$ cat config.mk
export PLATFORM = sky130hd
export DESIGN_NAME = hvsp_responder_flat
export DESIGN_NICKNAME = d
export VERILOG_FILES = /design/src/rtl/hvsp_responder_if.sv /design/src/rtl/hvsp_responder.sv /design/src/flat_wrapper.sv
export SDC_FILE = /design/constraint.sdc
export NUM_CORES = 1
export LEC_CHECK = 0
export CAP_MARGIN = 20
export CELL_PAD_IN_SITES_DETAIL_PLACEMENT = 2
export CELL_PAD_IN_SITES_GLOBAL_PLACEMENT = 2
export CORE_MARGIN = 10
export CORE_UTILIZATION = 38
export CTS_BUF_LIST = sky130_fd_sc_hd__clkbuf_8
export DETAILED_ROUTE_END_ITERATION = 8
export GPL_TIMING_DRIVEN = 0
export HOLD_SLACK_MARGIN = 0.03
export PLACE_DENSITY_LB_ADDON = 0.1
export SYNTH_ARGS = -nofsm -noshare
export SYNTH_HDL_FRONTEND = slang
export SYNTH_SLANG_ARGS = --single-unit
$ cat constraint.sdc
create_clock -name osc -period 1.9 [get_ports osc]
set_input_delay 0.38 -clock osc [delete_from_list [all_inputs] [get_ports osc]]
set_output_delay 0.38 -clock osc [all_outputs]
set_load 0.01 [all_outputs]
$ cat src/rtl/hvsp_responder_if.sv
// HVSP responder link bundle: pin-level SCI/SDI/SII/SDO plus the local
// receive and transmit-hold handshake seen by the target-side logic.
interface hvsp_responder_if;
  logic       hv_en;
  logic       sci;
  logic       sdi;
  logic       sii;
  logic       sdo;
  logic       sdo_oe;
  logic       rx_valid;
  logic [7:0] rx_sdi;
  logic [7:0] rx_sii;
  logic       rx_err;
  logic       frame_abort;
  logic [7:0] tx_data;
  logic       tx_load;
  logic       tx_ready;
  logic       busy;

  modport master (
    output hv_en, sci, sdi, sii, tx_data, tx_load,
    input  sdo, sdo_oe, rx_valid, rx_sdi, rx_sii, rx_err, frame_abort, tx_ready, busy
  );

  modport slave (
    input  hv_en, sci, sdi, sii, tx_data, tx_load,
    output sdo, sdo_oe, rx_valid, rx_sdi, rx_sii, rx_err, frame_abort, tx_ready, busy
  );
endinterface

$ cat src/rtl/hvsp_responder.sv
// Target-side HVSP responder: oversamples SCI/SDI/SII, deframes 11-bit
// instruction frames into byte pairs and shifts a held response byte out on SDO.
module hvsp_responder #(
  parameter int unsigned SYNC_STAGES = 2,
  parameter int unsigned TIMEOUT     = 240
) (
  input logic             osc,
  input logic             rst_n,
  hvsp_responder_if.slave bus
);

  localparam int unsigned TmoW      = $clog2(TIMEOUT + 1);
  localparam logic [3:0]  FrameBits = 4'd11;

  logic [SYNC_STAGES-1:0] sci_sync_q;
  logic [SYNC_STAGES-1:0] sdi_sync_q;
  logic [SYNC_STAGES-1:0] sii_sync_q;
  logic                   sci_hist_q;
  logic                   sci_s;
  logic                   sdi_s;
  logic                   sii_s;
  logic                   rise;
  logic                   fall;

  logic [3:0]      cnt_q;
  logic [10:0]     sh_sdi_q;
  logic [10:0]     sh_sii_q;
  logic [7:0]      tx_sh_q;
  logic [7:0]      hold_q;
  logic            hold_full_q;
  logic [TmoW-1:0] tmo_q;
  logic            sdo_q;
  logic            sdo_oe_q;
  logic            rx_valid_q;
  logic [7:0]      rx_sdi_q;
  logic [7:0]      rx_sii_q;
  logic            rx_err_q;
  logic            abort_q;

  logic            busy;
  logic            frame_done;
  logic            timeout_hit;
  logic            consume;
  logic            accept;
  logic [7:0]      tx_src;

  // Input synchronizers, all three lines with equal depth so data stays aligned
  // with the SCI edge that qualifies it.
  always_ff @(posedge osc or negedge rst_n) begin
    if (!rst_n) begin
      sci_sync_q <= '0;
      sdi_sync_q <= '0;
      sii_sync_q <= '0;
      sci_hist_q <= 1'b0;
    end else begin
      sci_sync_q <= {sci_sync_q[SYNC_STAGES-2:0], bus.sci};
      sdi_sync_q <= {sdi_sync_q[SYNC_STAGES-2:0], bus.sdi};
      sii_sync_q <= {sii_sync_q[SYNC_STAGES-2:0], bus.sii};
      sci_hist_q <= sci_s;
    end
  end

  assign sci_s = sci_sync_q[SYNC_STAGES-1];
  assign sdi_s = sdi_sync_q[SYNC_STAGES-1];
  assign sii_s = sii_sync_q[SYNC_STAGES-1];

  assign rise = sci_s & ~sci_hist_q & bus.hv_en;
  assign fall = ~sci_s & sci_hist_q & bus.hv_en;

  assign busy        = (cnt_q != 4'd0);
  assign frame_done  = (cnt_q == FrameBits);
  assign timeout_hit = busy && !rise && !fall && (tmo_q == TmoW'(TIMEOUT - 1));

  // The consume at fall #1 sees the pre-edge hold state; a same-cycle load
  // therefore lands in the hold for the following frame.
  assign consume = fall && (cnt_q == 4'd1);
  assign accept  = bus.tx_load && !hold_full_q;
  assign tx_src  = hold_full_q ? hold_q : 8'h00;

  always_ff @(posedge osc or negedge rst_n) begin
    if (!rst_n) begin
      cnt_q       <= 4'd0;
      sh_sdi_q    <= '0;
      sh_sii_q    <= '0;
      tx_sh_q     <= '0;
      hold_q      <= '0;
      hold_full_q <= 1'b0;
      tmo_q       <= '0;
      sdo_q       <= 1'b0;
      sdo_oe_q    <= 1'b0;
      rx_valid_q  <= 1'b0;
      rx_sdi_q    <= '0;
      rx_sii_q    <= '0;
      rx_err_q    <= 1'b0;
      abort_q     <= 1'b0;
    end else begin
      rx_valid_q <= 1'b0;
      abort_q    <= 1'b0;
      sdo_oe_q   <= bus.hv_en;

      if (!bus.hv_en) begin
        cnt_q       <= 4'd0;
        sdo_q       <= 1'b0;
        tmo_q       <= '0;
        hold_full_q <= 1'b0;
        // cnt is forced to zero here, so this fires only on the first low cycle
        abort_q     <= busy;
      end else begin
        if (consume) begin
          hold_full_q <= 1'b0;
        end
        if (accept) begin
          hold_q      <= bus.tx_data;
          hold_full_q <= 1'b1;
        end

        if (rise || fall || !busy || timeout_hit) begin
          tmo_q <= '0;
        end else begin
          tmo_q <= tmo_q + 1'b1;
        end

        if (frame_done) begin
          cnt_q      <= 4'd0;
          rx_valid_q <= 1'b1;
          rx_sdi_q   <= sh_sdi_q[9:2];
          rx_sii_q   <= sh_sii_q[9:2];
          rx_err_q   <= sh_sdi_q[10] | sh_sdi_q[1] | sh_sdi_q[0] |
                        sh_sii_q[10] | sh_sii_q[1] | sh_sii_q[0];
          sdo_q      <= 1'b0;
        end else if (timeout_hit) begin
          cnt_q   <= 4'd0;
          sdo_q   <= 1'b0;
          abort_q <= 1'b1;
        end else begin
          if (rise) begin
            sh_sdi_q <= {sh_sdi_q[9:0], sdi_s};
            sh_sii_q <= {sh_sii_q[9:0], sii_s};
            cnt_q    <= cnt_q + 4'd1;
          end

          // SDO only moves on falls; zeros shifted in cover the stop bits.
          if (!busy) begin
            sdo_q <= 1'b0;
          end else if (fall) begin
            if (cnt_q == 4'd1) begin
              sdo_q   <= tx_src[7];
              tx_sh_q <= {tx_src[6:0], 1'b0};
            end else begin
              sdo_q   <= tx_sh_q[7];
              tx_sh_q <= {tx_sh_q[6:0], 1'b0};
            end
          end
        end
      end
    end
  end

  assign bus.sdo         = sdo_q;
  assign bus.sdo_oe      = sdo_oe_q;
  assign bus.rx_valid    = rx_valid_q;
  assign bus.rx_sdi      = rx_sdi_q;
  assign bus.rx_sii      = rx_sii_q;
  assign bus.rx_err      = rx_err_q;
  assign bus.frame_abort = abort_q;
  assign bus.tx_ready    = ~hold_full_q;
  assign bus.busy        = busy;

endmodule

$ cat src/flat_wrapper.sv
// flat-port wrapper written by rule: the top's interface ports become plain ports
module hvsp_responder_flat 
#(
  parameter int unsigned SYNC_STAGES = 2,
  parameter int unsigned TIMEOUT     = 240
)
  (osc, rst_n, bus_hv_en, bus_sci, bus_sdi, bus_sii, bus_tx_data, bus_tx_load, bus_sdo, bus_sdo_oe, bus_rx_valid, bus_rx_sdi, bus_rx_sii, bus_rx_err, bus_frame_abort, bus_tx_ready, bus_busy);
  hvsp_responder_if bus_i ();
  input logic osc;
  input logic rst_n;
  input wire logic [$bits(bus_i.hv_en)-1:0] bus_hv_en;
  input wire logic [$bits(bus_i.sci)-1:0] bus_sci;
  input wire logic [$bits(bus_i.sdi)-1:0] bus_sdi;
  input wire logic [$bits(bus_i.sii)-1:0] bus_sii;
  input wire logic [$bits(bus_i.tx_data)-1:0] bus_tx_data;
  input wire logic [$bits(bus_i.tx_load)-1:0] bus_tx_load;
  output wire logic [$bits(bus_i.sdo)-1:0] bus_sdo;
  output wire logic [$bits(bus_i.sdo_oe)-1:0] bus_sdo_oe;
  output wire logic [$bits(bus_i.rx_valid)-1:0] bus_rx_valid;
  output wire logic [$bits(bus_i.rx_sdi)-1:0] bus_rx_sdi;
  output wire logic [$bits(bus_i.rx_sii)-1:0] bus_rx_sii;
  output wire logic [$bits(bus_i.rx_err)-1:0] bus_rx_err;
  output wire logic [$bits(bus_i.frame_abort)-1:0] bus_frame_abort;
  output wire logic [$bits(bus_i.tx_ready)-1:0] bus_tx_ready;
  output wire logic [$bits(bus_i.busy)-1:0] bus_busy;
  assign bus_i.hv_en = bus_hv_en;
  assign bus_i.sci = bus_sci;
  assign bus_i.sdi = bus_sdi;
  assign bus_i.sii = bus_sii;
  assign bus_i.tx_data = bus_tx_data;
  assign bus_i.tx_load = bus_tx_load;
  assign bus_sdo = bus_i.sdo;
  assign bus_sdo_oe = bus_i.sdo_oe;
  assign bus_rx_valid = bus_i.rx_valid;
  assign bus_rx_sdi = bus_i.rx_sdi;
  assign bus_rx_sii = bus_i.rx_sii;
  assign bus_rx_err = bus_i.rx_err;
  assign bus_frame_abort = bus_i.frame_abort;
  assign bus_tx_ready = bus_i.tx_ready;
  assign bus_busy = bus_i.busy;
  hvsp_responder #(.SYNC_STAGES(SYNC_STAGES), .TIMEOUT(TIMEOUT)) u_core (.osc(osc), .rst_n(rst_n), .bus(bus_i));
endmodule
==> results of run 1 <==
[state kept, by name, indices dropped and copies added, names as in the netlist, 2 cells and up]
signal,cells
u_core.sh_sii_q,11
u_core.hold_q,8
u_core.bus.rx_sdi,8
u_core.tmo_q,8
u_core.sh_sdi_q,11
u_core.sdi_sync_q,2
u_core.tx_sh_q,7
u_core.sci_sync_q,2
u_core.bus.rx_sii,8
u_core.cnt_q,4
u_core.sii_sync_q,2
[worst max path at each step]
| stage | depth (start not counted) | slack, ps | end | start |
|---|---|---|---|---|
| after floorplan | 6 | 300 | u_core.sh_sdi_q[10] | u_core.cnt_q[0] |
| after global placement | 1 | -2400 | u_core.bus.rx_sdi[0] | rst_n |
| after detailed placement | 7 | -280 | u_core.bus.rx_sdi[2] | bus_hv_en |
| after CTS | 5 | -9 | bus_busy | u_core.cnt_q[1] |
| after global routing | 7 | -20 | u_core.tx_sh_q[2] | u_core.cnt_q[0] |
| final | 7 | 90 | u_core.sh_sii_q[1] | u_core.cnt_q[0] |
[timing repair]
action / in CTS / in global routing
hold endpoints to repair: 22 / 0
buffers inserted: 2 / 2
endpoints found under the setup margin: 6 / 40
hold buffers: 1 / 0
pin swaps: 0 / 1
resized for setup: 8 / 10
[cells by family (layout without fill, tap and decap cells)]
kind of cell / count (synthesis) / after routing / synth area share
AOI/OAI and AO/OA: 24 / 24 / 0.0428
muxes: 32 / 32 / 0.113
and+or+nand+nor: 108 / 108 / 0.157
adders and majority gates: 4 / 4 / 0.0159
DFF: 78 / 78 / 0.619
buffers and inverters: 17 / 75 / 0.0246
xor gates and xnor gates: 10 / 10 / 0.0278
[per-layer routing]
metal  global-route usage  wire length [um]  vias up
met4               0.0334                80        0
met2                0.186              3390       23
met3               0.0352               206        6
met5                    0                 0        -
li1                     -                 -     1013
met1                0.149              3380     1105
[metrics by stage]
stage,total power (W),hold slack (ps),setup slack [ps]
2_1_floorplan,0.00230,84.4,300
3_3_place_gp,0.00246,332,-2400
3_5_place_dp,0.00250,307,-285
4_1_cts,0.00396,358,-8.62
5_1_grt,0.00413,364,-21.1
6_report,0.00391,354,93.6
[synth_stat cells (3+ instances only)]
library cell,count
nor2_1,17
inv_1,7
and3_1,6
ha_1,4
dfrtp_1,78
mux2_2,30
xnor2_1,5
xor2_1,5
o21ai_0,10
nand2_1,64
nor3_1,3
a21oi_1,9
nand3_1,4
buf_2,5
[power breakdown]
part / internal (W) / switching [W] / total, W
logic: 0.000257 / 0.000178 / 0.000435
registers: 0.00189 / 0.000157 / 0.00205
clock network: 0.000760 / 0.000666 / 0.00143
total: 0.00291 / 0.00100 / 0.00391
[final cells by class]
cell class / instances / area, um^2 / share of cell area
Buffer: 8 / 51.3 / 0.0128
Tap cell: 105 / 131 / 0.0329
Sequential cell: 78 / 1950 / 0.489
Multi-Input combinational cell: 178 / 1160 / 0.292
Clock inverter: 7 / 105 / 0.0263
Inverter: 8 / 33.8 / 0.00846
Timing Repair Buffer: 43 / 430 / 0.108
Clock buffer: 9 / 124 / 0.0310
[critical path, stage by stage, from the launching register on]
cell and delay, ps:
dfrtp_1 360, buf_4 140, ha_2 240, nand2_1 80
o21a_1 220, nand2_2 140, buf_6 170, mux2_2 350
==> run metrics, run 1 <==
IO Port Bufs 37; Synth Instances about 270; nets roughly 350; DRT Pass-1 Iters 4; initial antenna violation count 0; post-synth net total roughly 300; hold path cells 0; clock buffer depth 2; Die ar. 0.0123 mm^2; max cap viols 0; drt wl/cell 16.2 um; WL final ~7000 um; Clock Pin Slew Worst Setup and Hold Paths roughly 80 ps; Max rail drop VDD 443 uV; vias per cell approximately 4.9; Data arrival, critical path 2040 ps; GRT Util Overall 0.116; n_diodes 0; sequential-to-total area share from yosys stat 0.619; row count 33; commonest non-fill, non-tap cell in the layout dfrtp_1; Die Span Y 111 um; Slew Viols, Final 0; HPWL after detailed placement around 4700 um; Die W ~110 um; Rel. slew slack 0.660; Syn Std Cell Area roughly 0.0032 mm^2; DRC errors left 0; Worst Reg2Reg Path Length in Cells 7; Initial Util 0.388; H-tree depth 3; Highest Clock Rate between 500 and 600 MHz; number of synthesized flops with an enable pin 0; FF+latch count, synth about 80; TNS Setup 0 ps; startpoint types register; grt total ovfl 0; Final period util 0.951; Reg2Reg Capture Point u_core.sh_sii_q[1]; clk_lat worst skew ~350 ps; # setup viols final 0; placed cells 416; antenna violation net count after detailed routing 0; min Tclk post-route between 1500 and 2000 ps; Synth top area share 0.619; first-pass GRT wire length approximately 12000 um; Worst EP required roughly 2100 ps; Core Area about 0.0081 mm^2; HP Start u_core.sdi_sync_q[0]; CTS tree built; worst-path fanout max 10; layout cells sized above 1 0.221; synth warn 0; Hold Crit Class register to register; Initial DRC Count 61; Non-Filler Instances 436; Clock Sinks a little under 80; Final Cell Area roughly 0.004 mm^2; Hold Violations, Final 0; Yosys cell types 36; skew final ~8.7 ps; Root Driver clkbuf_8; Pwr Density approximately 980 mW/mm^2; CP Capture Type register; I/O pin count 38; static leakage 1.86 nW; fill count 805; vias in the first global route around 2.4k; Worst Setup Path Type register to register; Synth area leaders dfrtp_1 (62%), mux2_2 (11%), nand2_1 (7.6%), nor2_1 (2.0%), ha_1 (1.6%); RSZ-0062 raised after global routing true; Area growth, synth to finish 26.6%; hold path endpoint u_core.sdi_sync_q[1]; worst reg-to-reg setup slack about 94 ps; FF-to-FF Start u_core.cnt_q[0]; final core occ 0.491; Vias 2147; worst-margin pin slew roughly 500 ps; placed inst area 0.00368 mm^2; area leader, netlist dfrtp_1; ys flop type dfrtp_1; largest net degree at the start of global routing 57; Async SR Flop Fraction 1.00; Syn Area/Cell 11.6 um^2; gpl congestion 0.724; CTS Buf Count 9; outcome finished clean; most frequent cells in the layout dfrtp_1 (77), nand2_1 (63), clkdlybuf4s50_1 (35)
(Power assumes the default switching activity.)
==> inputs of run 2 (changes only) <==
Settings changed: CORE_MARGIN 10 to not set.
==> run 2 against run 1 <==
Effect of this change:
- sequential share of layout area is 0.091 points lower
- combinational power is 0.9% higher
- flip-flop and latch count unchanged
- first-iteration DRC count is 26% lower
- register-to-register slack lost 80 ps
- utilization up 1.7 points
- final cell count decreased by 0.46%
- non-clock buffer count is 1 higher
==> run metrics, run 2 (synthesis results as in run 1) <==
outcome finished clean; Initial Util 0.400; initial antenna violation count 0; static leakage between 1.5 and 2 nW; max cap viols 0; worst reg-to-reg setup slack roughly 10 ps; Die W around 93 um; WL final 7470 um; H-tree depth 3; nets 346; switching portion of total power 0.258; Worst Reg2Reg Path Length in Cells 7; CTS tree built; largest net degree at the start of global routing 58; Worst EP required roughly 1500 ps; DRC errors left 0; # setup viols final 0; CTS Buf Count 9; Highest Clock Rate roughly 530 MHz; GRT Util Overall 0.193; Die Span Y ~93 um; Clk network pwr share 0.360; RSZ-0062 raised after global routing true; HP Start u_core.sii_sync_q[0]; Psw 0.00101 W; FF-to-FF Start u_core.cnt_q[0]; gpl congestion ~0.7; final core occ 0.508; worst slack at placement -332 ps; biggest regs u_core.sh_sdi_q: 11 flops, u_core.sh_sii_q: 11 flops; Flop pwr share 0.528; Vias ~2.2k; Slew Viols, Final 0; Core Area about 0.0079 mm^2; Root Driver clkbuf_8; Max rail drop VDD just under 500 uV; most frequent cells in the layout dfrtp_1 (76), nand2_1 (63), clkdlybuf4s50_1 (35); placed cells between 400 and 500; Hold Violations, Final 0; Hold Crit Class register to register; startpoint types register; internal power a little under 0.003 W; antenna violation net count after detailed routing 0; first-pass GRT wire length between 10000 and 15000 um; Pwr Density around 1000 mW/mm^2; Worst Setup Slack, final 0.916 ps; TNS Setup 0 ps; vias per cell about 5; fill count around 780; IO Port Bufs 37; Clock Sinks between 70 and 80; Worst Setup Path Type register to primary output; min Tclk post-route 1900 ps; clock buffer depth 2; worst-margin pin slew about 580 ps; n_diodes 0; Initial DRC Count 45; Die ar. 0.00867 mm^2; Data arrival, critical path 1520 ps; vias in the first global route 2486; Final period util 1.00; I/O pin count 38; Tot Pwr just under 0.004 W; layout cells sized above 1 0.223; combinational share of power 0.113; grt total ovfl 0; clk_lat worst skew roughly 350 ps; Non-Filler Instances approximately 430; row count 32; Area growth, synth to finish 26.9%; commonest non-fill, non-tap cell in the layout dfrtp_1; hold path endpoint u_core.sii_sync_q[1]; FF/Latch Area roughly 0.002 mm^2; Clock Pin Slew Worst Setup and Hold Paths roughly 90 ps; skew final approximately 15 ps; DRT Pass-1 Iters 3; worst-path fanout max 2; Multi-input gate area around 0.0012 mm^2; drt wl/cell ~17 um; CP Capture Type primary output; HPWL after detailed placement between 4000 and 5000 um; Reg2Reg Capture Point u_core.sh_sii_q[0]; hold path cells 0; Rel. slew slack 0.614
==> run 2: power by group through the flow <==
stage | logic [W] | registers (W) | clock network (W)
final | 0.000439 | 0.00205 | 0.00140
after global routing | 0.000486 | 0.00209 | 0.00150
after CTS | 0.000442 | 0.00206 | 0.00145
after detailed placement | 0.000426 | 0.00208 | 0
after global placement | 0.000391 | 0.00206 | 0
after floorplan | 0.000280 | 0.00202 | 0
==> run 2: layout make-up <==
| class | count | area share |
|---|---|---|
| buffer | 8 | 0.0134 |
| tap | 102 | 0.0319 |
| timing repair buffer | 44 | 0.111 |
| clock buffer | 9 | 0.0309 |
| inverter | 8 | 0.00750 |
| sequential | 78 | 0.488 |
| multi-input combinational | 178 | 0.293 |
| clock inverter | 7 | 0.0244 |
==> run 2: routing by layer <==
layer / vias to the layer above / global-route usage / part of all wire
li1: 1017 / - / -
met1: 1144 / 0.249 / 0.46
met2: 25 / 0.319 / 0.50
met3: 6 / 0.0463 / 0.027
met4: 0 / 0.0641 / 0.011
met5: - / 0 / 0
==> run 2: repair_timing <==
| item | in CTS | in global routing |
|---|---|---|
| hold buffers | 1 | 0 |
| resized for setup | 13 | 7 |
| pin swaps | 0 | 1 |
| hold endpoints to repair | 21 | 0 |
| endpoints found under the setup margin | 32 | 31 |
| setup buffers | 3 | 2 |
==> run 2: critical path, cell delays in order, from the launching register on <==
cell and delay [ps]:
dfrtp_2 430, inv_1 110, ha_4 140, nor3b_4 210, inv_1 60, clkdlybuf4s15_2 220
==> run 2: stage by stage <==
stage	hold WS, ps	instance area [um^2]
5_1_grt	345	4000
4_1_cts	352	3960
3_3_place_gp	333	3650
2_1_floorplan	84.4	3150
6_report	346	4000
3_5_place_dp	307	3680
==> run 2: worst max-delay path by stage <==
stage / startpoint / to / slack (ps) / cells past startpoint
2_1_floorplan: u_core.cnt_q[0] / u_core.sh_sdi_q[10] / 300 / 6
3_3_place_gp: rst_n / u_core.bus.rx_sdi[3] / -2390 / 1
3_5_place_dp: bus_hv_en / u_core.bus.rx_sdi[0] / -330 / 7
4_1_cts: u_core.cnt_q[0] / u_core.sh_sii_q[0] / -5 / 7
5_1_grt: u_core.cnt_q[1] / u_core.bus.sdo / -60 / 6
6_report: u_core.cnt_q[0] / bus_busy / 0.9 / 5
